### src/rtl/result_tx.sv
// result_tx
//   Transmit side of the Raspberry Pi GPIO byte link. Snapshots the classifier
//   result (winning class + per-class signed scores) on an accepted start and
//   sends it as a fixed byte frame on an 8-bit bus. A 4-phase valid/ack
//   handshake paces each byte, and the Pi drives the ack.
//
//   Frame: HEADER, {4'b0, class_idx}, score[0] .. score[NUM_CLASSES-1]
//          [, XOR checksum of all preceding bytes when RESULT_TX_CHECKSUM_EN]
//
//   Build option: define RESULT_TX_CHECKSUM_EN to append the checksum byte.
//
//   Ports:
//     pi_clk      in   clock
//     rst         in   synchronous active-high reset
//     start       in   one-cycle pulse, result ready (accepted only in IDLE)
//     class_idx   in   [3:0] winning class, sampled on accepted start
//     scores_flat in   [NUM_CLASSES*8-1:0] packed signed scores, score k at [8k+7:8k]
//     pi_ack      in   Pi acknowledge (asynchronous, synchronized internally)
//     gpio_out    out  [7:0] byte to the Pi
//     gpio_valid  out  gpio_out is stable and may be read
//     busy        out  frame in progress
//     done        out  one-cycle pulse after the last byte's handshake completes
module result_tx #(
    parameter int unsigned NUM_CLASSES = 10,
    parameter logic [7:0]  HEADER      = 8'hA5,
    parameter int unsigned SYNC_STAGES = 2
) (
    input  logic                     pi_clk,
    input  logic                     rst,
    input  logic                     start,
    input  logic [3:0]               class_idx,
    input  logic [NUM_CLASSES*8-1:0] scores_flat,
    input  logic                     pi_ack,
    output logic [7:0]               gpio_out,
    output logic                     gpio_valid,
    output logic                     busy,
    output logic                     done
);

`ifdef RESULT_TX_CHECKSUM_EN
    localparam int unsigned FRAME_LEN = NUM_CLASSES + 3;
`else
    localparam int unsigned FRAME_LEN = NUM_CLASSES + 2;
`endif
    localparam int unsigned IDX_W = $clog2(FRAME_LEN);

    typedef enum logic [1:0] {
        S_IDLE,
        S_ARM,
        S_SEND,
        S_WAIT_LOW
    } state_t;

    state_t                   state;
    logic [IDX_W-1:0]         idx;
    logic [3:0]               snap_class;
    logic [NUM_CLASSES*8-1:0] snap_scores;
    logic [SYNC_STAGES-1:0]   ack_sync;
    logic                     ack_s;
    logic [IDX_W-1:0]         load_idx;
    logic [7:0]               load_byte;
`ifdef RESULT_TX_CHECKSUM_EN
    logic [7:0]               csum;
`endif

    // pi_ack is asynchronous; only the last stage is used for decisions.
    always_ff @(posedge pi_clk) begin
        if (rst) begin
            ack_sync <= '0;
        end else begin
            ack_sync <= {ack_sync[SYNC_STAGES-2:0], pi_ack};
        end
    end

    assign ack_s = ack_sync[SYNC_STAGES-1];

    // Byte about to be loaded into gpio_out: the current index when leaving
    // ARM, the next index when leaving WAIT_LOW.
    always_comb begin
        load_idx  = (state == S_WAIT_LOW) ? idx + IDX_W'(1) : idx;
        load_byte = '0;
        if (load_idx == '0) begin
            load_byte = HEADER;
        end else if (load_idx == IDX_W'(1)) begin
            load_byte = {4'b0000, snap_class};
        end
        for (int unsigned k = 0; k < NUM_CLASSES; k++) begin
            if (load_idx == IDX_W'(k + 2)) begin
                load_byte = snap_scores[8*k +: 8];
            end
        end
`ifdef RESULT_TX_CHECKSUM_EN
        if (load_idx == IDX_W'(NUM_CLASSES + 2)) begin
            load_byte = csum;
        end
`endif
    end

    always_ff @(posedge pi_clk) begin
        if (rst) begin
            state       <= S_IDLE;
            idx         <= '0;
            snap_class  <= '0;
            snap_scores <= '0;
            gpio_out    <= '0;
            gpio_valid  <= 1'b0;
            busy        <= 1'b0;
            done        <= 1'b0;
`ifdef RESULT_TX_CHECKSUM_EN
            csum        <= '0;
`endif
        end else begin
            done <= 1'b0;
            case (state)
                S_IDLE: begin
                    if (start) begin
                        snap_class  <= class_idx;
                        snap_scores <= scores_flat;
                        idx         <= '0;
                        busy        <= 1'b1;
                        if (!ack_s) begin
                            // Header is constant, so it can go out on the
                            // same edge the snapshot is taken.
                            gpio_out   <= HEADER;
                            gpio_valid <= 1'b1;
                            state      <= S_SEND;
`ifdef RESULT_TX_CHECKSUM_EN
                            csum       <= HEADER;
`endif
                        end else begin
                            state <= S_ARM;
`ifdef RESULT_TX_CHECKSUM_EN
                            csum  <= '0;
`endif
                        end
                    end
                end
                S_ARM: begin
                    // A stale-high ack must fall before the header is offered.
                    if (!ack_s) begin
                        gpio_out   <= load_byte;
                        gpio_valid <= 1'b1;
                        state      <= S_SEND;
`ifdef RESULT_TX_CHECKSUM_EN
                        csum       <= csum ^ load_byte;
`endif
                    end
                end
                S_SEND: begin
                    if (ack_s) begin
                        gpio_valid <= 1'b0;
                        state      <= S_WAIT_LOW;
                    end
                end
                S_WAIT_LOW: begin
                    if (!ack_s) begin
                        if (idx == IDX_W'(FRAME_LEN - 1)) begin
                            done  <= 1'b1;
                            busy  <= 1'b0;
                            state <= S_IDLE;
                        end else begin
                            idx        <= load_idx;
                            gpio_out   <= load_byte;
                            gpio_valid <= 1'b1;
                            state      <= S_SEND;
`ifdef RESULT_TX_CHECKSUM_EN
                            csum       <= csum ^ load_byte;
`endif
                        end
                    end
                end
                default: state <= S_IDLE;
            endcase
        end
    end

endmodule

### config.mk
export PLATFORM = sky130hd
export DESIGN_NAME = result_tx
export DESIGN_NICKNAME = d
export VERILOG_FILES = /design/src/rtl/result_tx.sv
export SDC_FILE = /design/constraint.sdc
export NUM_CORES = 1
export LEC_CHECK = 0
export CORE_MARGIN = 2
export CORE_UTILIZATION = 35
export DETAILED_ROUTE_END_ITERATION = 16
export PLACE_DENSITY = 0.65
export SLEW_MARGIN = 10
export SYNTH_ARGS = -nofsm -noshare
export SYNTH_HDL_FRONTEND = slang
export SYNTH_SLANG_ARGS = --single-unit
### constraint.sdc
create_clock -name pi_clk -period 5.15 [get_ports pi_clk]
set_input_delay 0.7725 -clock pi_clk [delete_from_list [all_inputs] [get_ports pi_clk]]
set_output_delay 0.7725 -clock pi_clk [all_outputs]
set_load 0.005 [all_outputs]
==> metrics.md <==
| Metric | Value |
|---|---|
| Lkg Pwr | roughly 2.2 nW |
| Max cap viols | 0 |
| Largest net degree at the start of global routing | 78 |
| Max clock buf depth | 2 |
| Share of post-route cells with drive strength above 1 | 0.0722 |
| Sink Count | 103 |
| Synth top area cells | dfxtp_1 43%, nand2_1 15%, a21oi_1 10% |
| Critical Path Fanout Max | 42 |
| Routed vias/inst | roughly 5.2 |
| Post-CTS Hold Buffers | 0 |
| Hold Worst Slack | 447 ps |
| Total GRT Usage | 0.182 |
| Dominant synthesized flop cell | dfxtp_1 |
| Net Sw Frac | 0.260 |
| Least-Margin Pin Slew | 850 ps |
| Initial antenna violation count | 0 |
| Synth area leader | dfxtp_1 |
| Wire per inst | about 16 um |
| Worst vdd ir | between 100 and 150 uV |
| Internal power | 0.00131 W |
| Final hold vios | 0 |
| Antenna Cells | 0 |
| WP data arrival | 3210 ps |
| DR iter-0 viols | 331 |
| Post-synth top area share | 0.431 |
| Ports | slightly below 100 |
| TritonCTS clock tree | built |
| #FFs+latches synth | around 100 |
| Final nets | 764 |
| Remaining DRCs | 0 |
| Max Clock Skew | around 6.3 ps |
| NetSw | 0.000460 W |
| Number of distinct library cells after synthesis | 63 |
| Vias in the first global route | between 4k and 5k |
| Post-detail-place hpwl | ~9.5 mm |
| Clk pwr share | 0.376 |
| Num rows | 42 |
| Number of post-CTS setup repair buffers | 0 |
| Worst skew pair latency | about 340 ps |
| Crit end category | register |
| Die span in y | 121 um |
| Post-synth EDFFs | 0 |
| Clock-pin slew on the worst setup and hold paths | roughly 70 ps |
| Area occupied by multi-input gates | around 0.0025 mm2 |
| Post-synthesis sequential area ratio | 0.431 |
| Vias | between 4k and 5k |
| Gate power share | 0.125 |
| Synth Cell Area | about 0.0048 mm2 |
| Die X | between 100 and 150 um |
| PwrDens | 290 mW/mm2 |
| RSZ-0062 raised after global routing | false |
| Filler instances | between 1k and 1.5k |
| Status | complete, no violations |
| Placer congestion estimate | 0.892 |
| Final period util | 0.588 |
| Most frequent cell after synthesis | nand2_1 |
| Setup ws final | ~2100 ps |
| Initial Utilization | 0.360 |
| Layout area overhead | 27.3% |
| IO buf count | 98 |
| CTS Root Cell | clkbuf_16 |
| Post-Syn Instances | 607 |
| CP Launch Type | register |
| Sequential Power Share | 0.498 |
| Synth warnings | 0 |
| Pins over their slew limit | 0 |
| Critical Path RT | 5340 ps |
| H-tree depth | 3 |
| Tmin final | 3030 ps |
| Post-CTS Resized | 0 |
| First-pass GRT wire length | 21.2 mm |
| FF+latch area | just over 0.002 mm2 |
| Worst slew margin | 0.430 |
| Kind of critical path | reg2reg |
| Post-synth ARST share | 0 |
| Fmax | 330 MHz |
| Mapped Avg Cell Area | a little under 8 um2 |
| Residual overflow from global routing | 0 |
| Endpoints failing setup | 0 |
| Hold/Removal Path Class | reg2reg |
| ANT nets after route | 0 |
| Core ar. | between 0.01 and 0.015 mm2 |
| Dpl ws | approximately 2200 ps |
| Mapped Nets | 697 |
| Sum Neg Setup Slack | 0 ps |
| Most instantiated cells after synthesis | 191 x nand2_1, 103 x dfxtp_1, 100 x a21oi_1, 35 x clkbuf_1, 18 x nor2_1 |
| Drt first pass iters | 5 |
| Final wirelength | 13.4 mm |
| CTS buffer count | 9 |
| Die Area | between 0.01 and 0.015 mm2 |
-- per-stage QoR --
| stage | utilization | std cells | total power (W) | area, um2 |
|---|---|---|---|---|
| global route | 0.458 | 855 | 0.00184 | 6090 |
| floorplan | - | 607 | 0.00101 | 4790 |
| global placement | 0.436 | 839 | 0.00111 | 5800 |
| finish | 0.458 | 855 | 0.00177 | 6090 |
| detailed placement | 0.436 | 839 | 0.00112 | 5800 |
| CTS | 0.458 | 855 | 0.00178 | 6090 |
-- path summary, 6_finish.rpt --
| kind | startpoint | to | slack, ps | depth (start not counted) |
|---|---|---|---|---|
| setup / recovery | state[1]$_SDFFE_PP0P_ | gpio_out[5]$_SDFFE_PP0P_ | 2120 | 9 |
| setup reg to reg | state[1]$_SDFFE_PP0P_ | gpio_out[5]$_SDFFE_PP0P_ | 2120 | 9 |
| hold reg to reg | ack_sync[0]$_SDFF_PP0_ | ack_sync[1]$_SDFF_PP0_ | 450 | 1 |
| hold / removal | ack_sync[0]$_SDFF_PP0_ | ack_sync[1]$_SDFF_PP0_ | 450 | 1 |
-- layer usage --
layer | share of wire | global-route usage
met3 | 0.056 | 0.0324
met4 | 0.017 | 0.0538
met1 | 0.45 | 0.244
met5 | 0 | 0
met2 | 0.48 | 0.298
-- worst max-delay path, stage by stage (launching register included) --
cell	delay, ps
dfxtp_1	650
nand2_4	170
inv_1	110
ha_1	490
buf_4	480
mux2_2	400
nor2_1	80
o21ai_0	80
a311oi_1	330
a2111oi_2	60
-- flip-flops by register name (all words and copies together) (netlist names) --
name and flops:
idx 4, snap_class 4, ack_sync 2, state 2
gpio_out 8, busy 1, gpio_valid 1, snap_scores 80
done 1
-- placed cells by master, fill, tap and decap left out, types with 3 or more instances in the layout --
master / Yosys / routed
nand2_1: 191 / 190
dfxtp_1: 103 / 103
a21oi_1: 100 / 100
clkdlybuf4s50_1: 0 / 97
nor2_1: 18 / 18
o21ai_0: 12 / 12
nor3_1: 11 / 11
nand3_1: 11 / 11
mux2i_1: 9 / 9
clkbuf_16: 0 / 9
o211ai_1: 7 / 7
mux2_2: 7 / 7
a311oi_1: 7 / 7
inv_1: 5 / 5
and3_1: 4 / 4
o22ai_1: 4 / 4
nand2b_1: 4 / 4
a32oi_1: 4 / 4
nor2b_1: 4 / 4
buf_4: 1 / 4
nor3b_1: 3 / 3
a31oi_1: 3 / 3
a311o_1: 3 / 3
a221oi_1: 3 / 3
a211oi_1: 3 / 3
-- cell families after synthesis --
family,after synthesis,synth area share
compound gates,169,0.224
xor+xnor,2,0.00758
fa+ha+maj,2,0.00523
buf+inv,51,0.0486
flops,103,0.431
mux,18,0.0447
simple gates,262,0.239
-- area by class of cell --
class / instances / share of cell area
Timing Repair Buffer: 102 / 0.165
Inverter: 5 / 0.00308
Sequential cell: 103 / 0.338
Tap cell: 176 / 0.0361
Clock buffer: 10 / 0.0392
Clock inverter: 6 / 0.00862
Multi-Input combinational cell: 453 / 0.410
-- power groups by stage --
stage                     combinational (W)  sequential [W]  clock (W)
final                              0.000221        0.000880   0.000665
after global placement             0.000218        0.000897          0
after detailed placement           0.000222        0.000897          0
after global routing               0.000246        0.000885   0.000708
after CTS                          0.000223        0.000879   0.000675
after floorplan                    0.000123        0.000882          0
No activity file was read; power rests on OpenSTA's default activity.
